[config.mk]
export PLATFORM = sky130hd
export DESIGN_NAME = sim_test_finish_ctrl
export DESIGN_NICKNAME = d
export VERILOG_FILES = /design/src/rtl/sim_test_finish_ctrl.sv
export SDC_FILE = /design/constraint.sdc
export NUM_CORES = 1
export LEC_CHECK = 0
export ABC_AREA = 1
export BUFFER_PORTS_ARGS = -buffer_cell sky130_fd_sc_hd__buf_2
export CORE_UTILIZATION = 25
export DETAILED_ROUTE_END_ITERATION = 10
export GPL_TIMING_DRIVEN = 0
export HOLD_SLACK_MARGIN = 0.1
export PLACE_DENSITY = 0.57
export SLEW_MARGIN = 25
export SYNTH_ARGS = -nofsm -noshare
export SYNTH_HDL_FRONTEND = slang
export SYNTH_SLANG_ARGS = --single-unit
[constraint.sdc]
create_clock -name clk_i -period 3.15 [get_ports clk_i]
set_input_delay 0.4725 -clock clk_i [delete_from_list [all_inputs] [get_ports clk_i]]
set_output_delay 0.4725 -clock clk_i [all_outputs]
set_load 0.01 [all_outputs]
[src/rtl/sim_test_finish_ctrl.sv]
// Simulation-only test completion controller: latches a pass/fail verdict from SW status
// writes, the legacy GPIO signature or a cycle watchdog, drains, then requests $finish.
module sim_test_finish_ctrl #(
   parameter logic [31:0] StatusAddr    = 32'h0041_0000,
   parameter int unsigned DrainCycles   = 7,
   parameter logic [31:0] TimeoutCycles = 32'd0,
   parameter logic [31:0] GpioSignature = 32'hDEAD_BEEF
) (
   input  logic        clk_i,
   input  logic        rst_ni,
   input  logic        wr_valid_i,
   input  logic [31:0] wr_addr_i,
   input  logic [15:0] wr_data_i,
   input  logic [31:0] gpio_i,
   output logic [15:0] sw_status_o,
   output logic        test_done_o,
   output logic        test_passed_o,
   output logic        timeout_o,
   output logic        finish_req_o
);

   localparam logic [15:0] StatusPass = 16'h900D;
   localparam logic [15:0] StatusFail = 16'hBAAD;
   localparam logic [7:0]  DrainLimit = 8'(DrainCycles);
   localparam logic [31:0] WdExpire   = TimeoutCycles - 32'd1;
   localparam bit          WdEnable   = (TimeoutCycles != 32'd0);

   typedef enum logic [1:0] {
      ST_RUN    = 2'd0,
      ST_DRAIN  = 2'd1,
      ST_FINISH = 2'd2
   } state_e;

   // Watchdog count holds at all-ones so a huge limit can never be skipped by wrapping.
   function automatic logic [31:0] sat_inc32(input logic [31:0] v);
      return (v == 32'hFFFF_FFFF) ? v : v + 32'd1;
   endfunction

   state_e      state;
   logic [7:0]  drain_cnt;
   logic [7:0]  drain_nxt;
   logic [31:0] wd_cnt;

   logic        status_wr;
   logic        fail_wr;
   logic        pass_wr;
   logic        gpio_hit;
   logic        wd_expired;
   logic        trig;
   logic        trig_pass;
   logic        trig_tmo;

   assign status_wr  = wr_valid_i && (wr_addr_i == StatusAddr);
   assign fail_wr    = status_wr && (wr_data_i == StatusFail);
   assign pass_wr    = status_wr && (wr_data_i == StatusPass);
   assign gpio_hit   = (gpio_i == GpioSignature);
   assign wd_expired = WdEnable && (wd_cnt == WdExpire);
   assign drain_nxt  = drain_cnt + 8'd1;

   // Verdict arbitration: fail write > pass write > GPIO signature > watchdog.
   always_comb begin
      trig      = 1'b0;
      trig_pass = 1'b0;
      trig_tmo  = 1'b0;
      if (fail_wr) begin
         trig = 1'b1;
      end else if (pass_wr || gpio_hit) begin
         trig      = 1'b1;
         trig_pass = 1'b1;
      end else if (wd_expired) begin
         trig     = 1'b1;
         trig_tmo = 1'b1;
      end
   end

   always_ff @(posedge clk_i or negedge rst_ni) begin
      if (!rst_ni) begin
         state         <= ST_RUN;
         drain_cnt     <= 8'd0;
         wd_cnt        <= 32'd0;
         sw_status_o   <= 16'd0;
         test_done_o   <= 1'b0;
         test_passed_o <= 1'b0;
         timeout_o     <= 1'b0;
         finish_req_o  <= 1'b0;
      end else begin
         case (state)
            ST_RUN: begin
               wd_cnt <= sat_inc32(wd_cnt);
               if (status_wr) begin
                  sw_status_o <= wr_data_i;
               end
               if (trig) begin
                  state         <= ST_DRAIN;
                  drain_cnt     <= 8'd0;
                  test_done_o   <= 1'b1;
                  test_passed_o <= trig_pass;
                  timeout_o     <= trig_tmo;
               end
            end
            ST_DRAIN: begin
               drain_cnt <= drain_nxt;
               if (drain_nxt == DrainLimit) begin
                  state        <= ST_FINISH;
                  finish_req_o <= 1'b1;
               end
            end
            ST_FINISH: begin
               state <= ST_FINISH;
            end
            default: begin
               state <= ST_RUN;
            end
         endcase
      end
   end

endmodule
==> metrics.md <==
| Metric | Value |
|---|---|
| Layer with the highest usage | met2 |
| Gate family responsible for the most delay along the worst path | simple AND/OR/NAND/NOR gates |
| Kind of start point of the critical path | register |
| Gate count after technology mapping | 220 |
| Peak ir drop on the vdd network | 0.130 mV |
| Synth unique cells | 28 |
| Drt total wl | 4120 um |
| CTS sink count | 29 |
| Static leakage | 1.40 nW |
| Area growth from synthesis to layout | 39.9% |
| EDFF count, synth | 0 |
| Crit path required time | 3.32 ns |
| Residual DRC | 0 |
| Sum of negative setup slack | 0 ns |
| Post-synthesis cell type with the largest combined area | dfrtp_1 |
| Timing-limited maximum frequency | 593 MHz |
| Total die area | 7230 um2 |
| Worst hold slack across all endpoints | 0.223 ns |
| Setup slack after layout | 1.46 ns |
| Arr. time, crit path | 1.86 ns |
| Worst path buffer plus inverter count | 0 |
| Syn Nets | 307 |
| Post-synth top flop | dfrtp_1 |
| Mapped cell area | 1720 um2 |
| Per-cell routed wire length | 10.1 um |
| Global-route track usage on met1 | 0.148 |
| Slowest cell on crit path | dfrtp_1 |
| Count of buffers inserted at the top-level ports | 101 |
| Die height | 85.0 um |
| Diode count | 0 |
| Clock tree from TritonCTS | yes |
| Worst clock skew on the final layout | 0.00551 ns |
| Count leader, synth | nand2_1 |
| Final hold vios | 0 |
| Share of synthesized area occupied by flip-flops and latches | 0.421 |
| Unrepaired setup endpoints after global routing | no |
| Vias in the first global route | 1732 |
| Outcome | complete, no violations |
| ANT nets after route | 0 |
| Wire length of the first global-routing pass | 7250 um |
| Maximum fanout encountered on the critical timing path | 4 |
| Remaining Overflow, GRT | 0 |
| Number of buffers inserted to repair setup after CTS | 0 |
| Met2 track utilization from global routing | 0.213 |
| Max-capacitance violation count | 0 |
| Worst-case headroom to the max-slew limit | 0.553 |
| Final setup fails | 0 |
| Hold WC Path Type | primary input to async pin |
| Worst-case register-to-register setup slack | 1.46 ns |
| Global placement routability congestion | 0.782 |
| Number of placed I/O pins | 103 |
| Flops & latches, synth | 29 |
| Final Max Slew Viols | 0 |
| Initial standard-cell utilization of the core | 0.265 |
| Share of layout cells above drive strength 1 | 0.386 |
| Via count | 1727 |
| Most frequent cells after synthesis | nand2_1, dfrtp_1, inv_1 |
| Placeable Area | 6490 um2 |
| CP Cell Sequence | ha_1, nand2_1, nor2_1, nand3_1, nand2_1, nand2_1, nor2_1, nand3b_1, nand2_1, nand2_1, nand2_1, nand2_1 |
| Die width | 85.0 um |
| Worst-skew pair later-pin latency | 0.28 ns |
| Synthesis Warnings | 0 |
| Clock Tree Root | clkbuf_8 |
| Deepest clock path buffer count | 2 |
| Area fraction of the dominant cell type after synthesis | 0.421 |
| Average footprint of a synthesized cell | 7.83 um2 |
| Reg2reg path depth | 12 |
| Worst-margin pin slew | 0.670 ns |
| Rows | 29 |
| Worst R2R Start | drain_cnt[0] |
| Pre-CTS setup slack | 1.28 ns |
| Time the final worst path needs with I/O delays and setup | 1.69 ns |
| Fillers | 677 |
| Top area cells in the synthesized netlist | dfrtp_1, nand2_1, mux2_4 |
| Kind of end point of the critical path | register |
| Cells resized by post-CTS repair | 0 |
| Number of antenna violations at the first check in global routing | 0 |
| Area used by multi-input combinational logic | 855 um2 |
| Post-DR vias/cell | 4.25 |
| FF+latch area | 726 um2 |
| Number of detailed-route iterations in the first pass | 4 |
| Overall fraction of global-route tracks in use | 0.126 |
| Most Frequent Cell on Critical Path | nand2_1 |
| Power density of the placed cells | 311 nW/um2 |
| M3 GR Usage | 0.0399 |
| DR iter-0 viols | 42 |
| Clock Pin Slew Worst Setup and Hold Paths | 0.07 ns |
| Maximum level of the CTS H-tree | 2 |
| Largest net degree at the start of global routing | 30 |
| Placed wire-length estimate after detailed placement | 3310 um |
| Total CTS buffers | 5 |
| Async set-reset flop share out of synthesis | 1.00 |
| Endpoint of the worst-slack reg-to-reg timing path | state[0] |
| Number of buffers added to fix hold violations after cts | 0 |
| Critical Path Max Stage Delay | 0.40 ns |
| WS Path Type | register to register |
| Fin nets | 415 |
| Final cycle utilization of the critical path | 0.536 |
==> registers in the layout (all words and copies together), names as in the netlist <==
register / cells
test_done_o: 1
sw_status_o: 16
drain_cnt: 8
test_passed_o: 1
state: 2
finish_req_o: 1
==> worst max-delay path by stage <==
| stage | start | endpoint | slack, ns | cells past startpoint |
|---|---|---|---|---|
| 2_1_floorplan | wr_addr_i[25] | sw_status_o[10] | 1.48 | 7 |
| 3_3_place_gp | wr_addr_i[25] | sw_status_o[12] | 1.30 | 8 |
| 3_5_place_dp | wr_addr_i[31] | sw_status_o[10] | 1.28 | 7 |
| 4_1_cts | drain_cnt[0] | state[0] | 1.46 | 12 |
| 5_1_grt | drain_cnt[1] | state[0] | 1.27 | 12 |
| 6_report | drain_cnt[0] | state[0] | 1.46 | 12 |
==> layer usage <==
layer  share of wire  wire [um]
met2            0.48       1960
met1            0.45       1850
met5               0          0
met4           0.013         54
met3           0.063        261
==> where the power goes <==
group	leakage [nW]	total [mW]	switching, mW	internal, mW
Clock	0.0439	0.301	0.149	0.152
Combinational	0.956	0.0773	0.0333	0.0439
Sequential	0.400	0.372	0.00000000156	0.372
Total	1.40	0.751	0.182	0.568
==> placed cells by master, fill, tap and decap left out <==
cell	count
o21bai_1	1
clkinvlp_4	1
a21oi_1	2
nor2_1	28
nand2_4	1
or2_1	1
nand3b_1	1
a21boi_0	1
buf_6	1
buf_2	101
conb_1	1
mux2_4	8
clkinv_2	2
clkbuf_1	2
nand3b_2	1
nand2_1	60
ha_1	4
or2_0	1
nand3_1	16
or2_2	1
clkbuf_8	5
inv_1	29
nor2_2	1
nor2_4	1
xor2_1	3
o21ai_0	7
nor3b_1	1
buf_4	2
nand4_1	10
dfrtp_1	29
mux2_2	2
nor3_1	5
==> per-stage QoR <==
stage | util | area (um2) | total power [mW] | instances
2_1_floorplan | - | 1720 | 0.397 | 220
3_3_place_gp | 0.358 | 2320 | 0.456 | 398
3_5_place_dp | 0.358 | 2320 | 0.458 | 398
4_1_cts | 0.371 | 2410 | 0.761 | 406
5_1_grt | 0.371 | 2410 | 0.789 | 406
6_report | 0.371 | 2410 | 0.751 | 406
==> cells by family (layout without fill, tap and decap cells) <==
logic type	count (synthesis)	count (layout)	share of synthesized area
AOI/OAI and AO/OA	11	11	0.0349
xor gates and xnor gates	3	3	0.0153
adders and majority gates	4	4	0.0290
buffers and inverters	34	143	0.0828
DFF	29	29	0.421
muxes	10	10	0.0828
other	1	1	0.00218
and+or+nand+nor	128	128	0.332
==> final cells by class <==
cell class	count	share of cell area
clock buffer	5	0.0285
tap	77	0.0400
multi-input combinational	157	0.354
sequential	29	0.301
inverter	29	0.0451
buffer	5	0.0140
clock inverter	3	0.00727
timing repair buffer	101	0.210
No activity file was read; power rests on OpenSTA's default activity.
